<file path="config.mk">
export PLATFORM = sky130hd
export DESIGN_NAME = ex_issue_ctrl
export DESIGN_NICKNAME = d
export VERILOG_FILES = /design/src/rtl/ex_issue_ctrl_pkg.sv /design/src/rtl/ex_issue_ctrl_hazard_match.sv /design/src/rtl/ex_issue_ctrl.sv
export SDC_FILE = /design/constraint.sdc
export NUM_CORES = 1
export LEC_CHECK = 0
export CORE_ASPECT_RATIO = 0.9
export CORE_MARGIN = 2
export CORE_UTILIZATION = 40
export CTS_CLUSTER_DIAMETER = 200
export DETAILED_ROUTE_END_ITERATION = 7
export PLACE_DENSITY = 0.72
export SLEW_MARGIN = 15
export SYNTH_ARGS = -nofsm -noshare
export SYNTH_HDL_FRONTEND = slang
export SYNTH_SLANG_ARGS = --single-unit
</file>
<file path="constraint.sdc">
create_clock -name clk -period 6.3 [get_ports clk]
set_input_delay 1.575 -clock clk [delete_from_list [all_inputs] [get_ports clk]]
set_output_delay 1.575 -clock clk [all_outputs]
set_load 0.005 [all_outputs]
</file>
<file path="src/rtl/ex_issue_ctrl_pkg.sv">
// Shared types for the execute-stage issue/hazard controller: pipeline slot
// record, forward-select encoding and the forward priority helper.
package ex_issue_ctrl_pkg;

    typedef struct packed {
        logic       valid;
        logic [4:0] rd;
        logic       reg_write;
        logic       mem_read;
    } SlotInfo;

    typedef enum logic [1:0] {
        FWD_RF  = 2'd0,
        FWD_MEM = 2'd1,
        FWD_WB  = 2'd2
    } FwdSel;

    localparam logic [4:0] REG_ZERO = 5'd0;

    // Selects are aligned with the consumer's EX cycle, so the producer now in
    // EX is read from alu_out and the one now in MEM from alu_out_ff. Load data
    // is muxed onto alu_out one stage late, so a load now in MEM also maps to 1.
    function automatic FwdSel fwd_pick(input logic uses, input logic ex_hit,
                                       input logic mem_hit, input logic mem_is_load);
        if (!uses)   return FWD_RF;
        if (ex_hit)  return FWD_MEM;
        if (mem_hit) return mem_is_load ? FWD_MEM : FWD_WB;
        return FWD_RF;
    endfunction

endpackage

</file>
<file path="src/rtl/ex_issue_ctrl_hazard_match.sv">
// One slot against one source register: does the slot write it, and is that
// write a load result.
module hazard_match
    import ex_issue_ctrl_pkg::*;
(
    input  SlotInfo    slot,
    input  logic [4:0] src,
    output logic       hit,
    output logic       load_hit
);

    assign hit      = slot.valid & slot.reg_write & (slot.rd == src) & (src != REG_ZERO);
    assign load_hit = hit & slot.mem_read;

endmodule

</file>
<file path="src/rtl/ex_issue_ctrl.sv">
// Issue/hazard controller for EX: slot scoreboard for EX/MEM/WB, load-use and
// long-latency stalls, and registered operand-forward selects.
module ex_issue_ctrl
    import ex_issue_ctrl_pkg::*;
#(
    parameter int MULTI_LAT = 4,
    parameter int CNT_W     = 4
) (
    input  logic       clk,
    input  logic       rst,
    input  logic       flush,
    input  logic       id_valid,
    input  logic [4:0] id_rs1,
    input  logic [4:0] id_rs2,
    input  logic       id_uses_rs1,
    input  logic       id_uses_rs2,
    input  logic [4:0] id_rd,
    input  logic       id_reg_write,
    input  logic       id_mem_read,
    input  logic       id_multi,
    output logic       issue,
    output logic       stall,
    output logic       ex_valid,
    output logic       ex_hold,
    output logic [1:0] fwd_rs1_sel,
    output logic [1:0] fwd_rs2_sel
);

    localparam logic [CNT_W-1:0] HOLD_INIT = CNT_W'(MULTI_LAT - 1);

    SlotInfo              ex_s, mem_s, wb_s, id_s;
    SlotInfo [2:0]        slots;
    logic    [CNT_W-1:0]  cnt;
    logic    [2:0]        hit_rs1, hit_rs2, ld_rs1, ld_rs2;
    logic                 load_use;

    assign id_s  = '{valid: 1'b1, rd: id_rd, reg_write: id_reg_write, mem_read: id_mem_read};
    assign slots = {wb_s, mem_s, ex_s};

    // index 0 = EX, 1 = MEM, 2 = WB
    for (genvar s = 0; s < 3; s++) begin : g_slot
        hazard_match u_rs1 (.slot(slots[s]), .src(id_rs1), .hit(hit_rs1[s]), .load_hit(ld_rs1[s]));
        hazard_match u_rs2 (.slot(slots[s]), .src(id_rs2), .hit(hit_rs2[s]), .load_hit(ld_rs2[s]));
    end

    // WB results reach the consumer through the write-through regfile.
    logic unused_matches;
    assign unused_matches = ^{hit_rs1[2], hit_rs2[2], ld_rs1[2:1], ld_rs2[2:1]};

    assign load_use = id_valid & ((id_uses_rs1 & ld_rs1[0]) | (id_uses_rs2 & ld_rs2[0]));
    assign ex_hold  = (cnt != '0);
    assign stall    = ~rst & id_valid & (ex_hold | load_use);
    assign issue    = ~rst & id_valid & ~stall & ~flush;
    assign ex_valid = ex_s.valid;

    always_ff @(posedge clk) begin
        if (rst) begin
            ex_s        <= '0;
            mem_s       <= '0;
            wb_s        <= '0;
            cnt         <= '0;
            fwd_rs1_sel <= FWD_RF;
            fwd_rs2_sel <= FWD_RF;
        end else begin
            wb_s <= mem_s;
            // a flushed EX instruction is killed, never handed on to MEM
            mem_s <= (flush || ex_hold) ? '0 : ex_s;

            if (flush)         ex_s <= '0;
            else if (!ex_hold) ex_s <= issue ? id_s : '0;

            if (flush)                  cnt <= '0;
            else if (ex_hold)           cnt <= cnt - 1'b1;
            else if (issue && id_multi) cnt <= HOLD_INIT;

            fwd_rs1_sel <= issue ? fwd_pick(id_uses_rs1, hit_rs1[0], hit_rs1[1], mem_s.mem_read) : FWD_RF;
            fwd_rs2_sel <= issue ? fwd_pick(id_uses_rs2, hit_rs2[0], hit_rs2[1], mem_s.mem_read) : FWD_RF;
        end
    end

endmodule

</file>
# Yosys cells after proc, flatten, opt, wreduce, memory -nomap -nowiden

Index checks and enable logic that the tools add are counted.

Reductions and logical operators: 9
$add $sub $neg: 1
Multiplexer cells: 34
Bitwise logic cells: 25
Equal/unequal tests: 4

Operators by type and width:

| operator                                                           | number |
|---|---|
| 2-bit two-way mux                                                  | 13 |
| 5-bit equality test                                                | 4 |
| 1-bit AND                                                          | 19 |
| 1-bit two-way mux                                                  | 18 |
| 5-bit nonzero test                                                 | 2 |
| 4-bit two-way mux                                                  | 2 |
| 8-bit two-way mux                                                  | 1 |
| 2-bit OR reduction                                                 | 3 |
| 1-bit NOT                                                          | 4 |
| 4-bit nonzero test                                                 | 1 |
| 4-bit by 1-bit subtractor with 4-bit output, second input constant | 1 |
| 1-bit bitwise OR                                                   | 2 |
| 2-bit nonzero test                                                 | 1 |
| 1-bit logical AND                                                  | 1 |
| 1-bit logical OR                                                   | 1 |

Bits of input ports: 24
Logic and storage cells: 84
Bits in registers: 24

# Depth between registers and ports, before layout

Word-level depth: 15
Depth in mapped cells: 7

# Hierarchy

A second synthesis with hierarchy kept.

Cells, all modules: 130
Area total of the unflattened synthesis: 1198.6 um2

By module, submodules not included:

| module        | cells an instance | area each (um2) | seq. area each (um2) | instances |
|---|---|---|---|---|
| ex_issue_ctrl | 74                | 828.3           | 480.5                | 1 |
| hazard_match  | 14                | 92.6            | 0.0                  | 4 |

# Worst setup path after synthesis

OpenSTA, ideal clock, no wires.

Kind: input to output
Start point: in id_rs1[2]
End point: out issue
Path slack: 1.951 ns
Path buffers: 1
Cell stages on the path: 6
Data arrival time: 2.774 ns
Required time: 4.725 ns
Path through: or4_4 > nor2_4 > nor4_2 > o21ai_2 > and4_4 > buf_6

Cells in the longest elaborated chain, start to end: 12
Elaborated cells on any way between the ends: 13

Ends and longest elaborated chain:

| what                      | line                             | text |
|---|---|---|
| start, declared           | ex_issue_ctrl.sv:13              | `input logic [4:0] id_rs1,` |
| 5-bit equality test       | ex_issue_ctrl_hazard_match.sv:12 | `assign hit = slot.valid & slot.reg_write & (slot.rd == src) & (src != REG_ZERO);` |
| 1-bit AND                 | ex_issue_ctrl_hazard_match.sv:12 |  |
| 1-bit AND *               | ex_issue_ctrl_hazard_match.sv:12 |  |
| 1-bit AND *               | ex_issue_ctrl_hazard_match.sv:13 | `assign load_hit = hit & slot.mem_read;` |
| 1-bit AND *               | ex_issue_ctrl.sv:50              | `assign load_use = id_valid & ((id_uses_rs1 & ld_rs1[0]) \| (id_uses_rs2 & ld_rs2[0]));` |
| 1-bit bitwise OR *        | ex_issue_ctrl.sv:50              |  |
| 1-bit AND *               | ex_issue_ctrl.sv:50              |  |
| 1-bit bitwise OR *        | ex_issue_ctrl.sv:52              | `assign stall = ~rst & id_valid & (ex_hold \| load_use);` |
| 1-bit AND *               | ex_issue_ctrl.sv:52              |  |
| 1-bit NOT *               | ex_issue_ctrl.sv:53              | `assign issue = ~rst & id_valid & ~stall & ~flush;` |
| 1-bit AND * (2 in series) | ex_issue_ctrl.sv:53              |  |
| end, declared             | ex_issue_ctrl.sv:21              | `output logic issue,` |

Every way passes the cells marked *; elsewhere a longest branch is shown, timed or not.

# Worst setup path in the final report

Same ends and word-level chain as after synthesis.

==> flow_metrics.env <==
export IMPL_grt_overflow_total=0
export IMPL_synth_xor_area_share_pct=16.8
export IMPL_antenna_found_initial=0
export IMPL_power_density_mw_per_mm2=219
export IMPL_setup_tns_ns=0
export IMPL_die_h_um=54.8
export IMPL_synth_fa_ha_area_share_pct=1.09
export IMPL_rsz0062_at_grt="false"
export IMPL_dieArea_mm2=0.00332
export IMPL_synth_area_mm2=0.00115
export IMPL_globalRouteTotalUtil_pct=17.7
export IMPL_placed_cell_area_mm2=0.00149
export IMPL_layout_commonest_cell="clkdlybuf4s50_1"
export IMPL_cts_root_buf="clkbuf_4"
export IMPL_ys_warnings_count=0
export IMPL_tightest_slew_ns=0.838
export IMPL_synth_area_top_cells="dfxtp_1 (42%), xnor2_1 (15%), and3_1 (5.4%), a22o_1 (5.3%), nand4_1 (2.2%)"
export IMPL_hpwl_um=2030
export IMPL_fin_area_mm2=0.00154
export IMPL_final_cell_mix="clkdlybuf4s50_1 (31), dfxtp_1 (24), xnor2_1 (20)"
export IMPL_drive_gt1_share_pct=9.46
export IMPL_synth_cells=116
export IMPL_ys_seq_area_share_pct=41.8
export IMPL_worst_ep_required_time_ns=4.72
export IMPL_num_rows=18
export IMPL_coreArea_mm2=0.00275
export IMPL_dpl_cell_count=184
export IMPL_grt_pass1_vias=920
export IMPL_gp_congestion=0.793
export IMPL_cts_resized=0
export IMPL_cts_sinks=24
export IMPL_ys_seq_elements=24
export IMPL_initial_utilization_pct=41.8
export IMPL_dieWidth_um=60.5
export IMPL_cts_tree="yes"
export IMPL_fin_crit_ns=5.41
export IMPL_clkSlewWorstSetupHoldPaths_ns=0.13
export IMPL_synth_top_area_cell="dfxtp_1"
export IMPL_portBuffers=31
export IMPL_vias=948
export IMPL_drv_cap=0
export IMPL_setup_viol=0
export IMPL_holdCritPathClass="flip-flop to flip-flop"
export IMPL_grt_max_degree=15
export IMPL_dr_pass1_iters=4
export IMPL_status="finished, final reports clean"
export IMPL_clock_latency_ns=0.33
export IMPL_drc=0
export IMPL_numCtsBuffers=3
export IMPL_hold_violations=0
export IMPL_vdd_drop_max_mv=0.133
export IMPL_critPathCaptureType="output pin"
export IMPL_fin_cells=188
export IMPL_netlist_area_leader_share_pct=41.8
export IMPL_total_leakage_power_uw=0.000569
export IMPL_drt_iter0_markers=35
export IMPL_synthDistinctLibCells=29
export IMPL_area_delta_synth_final_pct=34.3
export IMPL_crit_fanout=13
export IMPL_n_fill_cell=263
export IMPL_maxSlewViolCount=0
export IMPL_clock_path_buffers=2
export IMPL_post_route_period_util_pct=85.9
export IMPL_relSlewSlack_pct=43.7
export IMPL_path_class="input port to output pin"
export IMPL_fin_nets=174
export IMPL_fmax_mhz=185
export IMPL_synth_compound_area_share_pct=10.1
export IMPL_hold_buffers=0
export IMPL_muxShareOfSynthArea_pct=0
export IMPL_grt_first_pass_wirelength_um=4190
export IMPL_cts_setup_buffers=0
export IMPL_wirelength_um=2560
export IMPL_fin_skew_ns=0.00541
export IMPL_place_ws_ns=0.894
export IMPL_synth_simple_area_share_pct=26.9
export IMPL_arrival_ns=3.84
export IMPL_wl_per_cell_um=13.6
export IMPL_io_pin_count=32
export IMPL_syn_avg_cell_area_um2=9.90
export IMPL_power_uw=337
export IMPL_ant_nets=0
export IMPL_start_kind="input port"
export IMPL_syn_num_nets=141
export IMPL_synth_top_family_by_area="simple AND/OR/NAND/NOR gates"
export IMPL_cts_htree_levels=1
export IMPL_setup_ws_ns=0.888
export IMPL_via_per_inst=5.04
export IMPL_antenna_cells=0
## logic make-up after synthesis
logic type | Yosys count
simple gates | 46
flops | 24
xor+xnor | 22
compound gates | 15
buf+inv | 8
fa+ha+maj | 1
## worst max-delay path: stages
cell,delay [ns]
clkdlybuf4s50_1,0.48
or4_4,0.57
nor2_4,0.12
nor4_2,0.07
o21ai_2,0.15
and4_4,0.33
clkdlybuf4s50_1,0.54
## final timing paths
kind,start,end,slack [ns],cells past startpoint
setup / recovery,id_rs1[2],issue,0.89,7
hold reg to reg,ex_s[1],mem_s[1],0.53,1
setup reg to reg,cnt[0],ex_s[6],4.39,5
hold / removal,ex_s[1],mem_s[1],0.53,1
## layer usage
| layer | global-route usage [%] | share of wire (%) | up-vias |
|---|---|---|---|
| met5 | 0 | 0 | - |
| met3 | 4.49 | 5.0 | 3 |
| li1 | - | - | 480 |
| met2 | 27.7 | 45 | 25 |
| met4 | 7.61 | 0.82 | 0 |
| met1 | 23.3 | 50 | 440 |
## area by class of cell
cell class	count	area, um2	area share (%)
Clock buffer	3	22.5	1.46
Clock inverter	1	30.0	1.95
Inverter	5	18.8	1.22
Timing Repair Buffer	31	310	20.1
Multi-Input combinational cell	84	631	40.9
Tap cell	40	50.0	3.24
Sequential cell	24	480	31.1
## Yosys cell counts, drive strengths merged
cell    count
a22o        7
nand3       2
and3       10
xor2        2
nor4        4
dfxtp      24
nand2       4
nor2        7
ha          1
nor3        5
nand4       4
nand2b      1
a21o        1
o41ai       1
o211a       1
o21ai       1
or3         1
xnor2      20
or4         2
and2        1
and4        1
buf         1
a21oi       4
nor3b       4
clkbuf      2
inv         5
## registers in the layout, indices dropped and copies added (netlist names)
name / cells
ex_valid: 1
fwd_rs1_sel: 2
ex_s: 7
fwd_rs2_sel: 2
mem_s: 8
cnt: 4
## metrics by stage
stage,hold WS [ns],utilization (%)
floorplan,0.477,-
finish,0.530,56.1
detailed placement,0.509,54.2
global placement,0.500,54.2
global route,0.548,56.1
CTS,0.528,56.1
## power by group
group / total [uW] / internal [uW] / switching [uW]
registers: 163 / 157 / 5.74
clock network: 113 / 64.4 / 48.2
logic: 61.8 / 34.1 / 27.6
No activity file was read; power rests on OpenSTA's default activity.
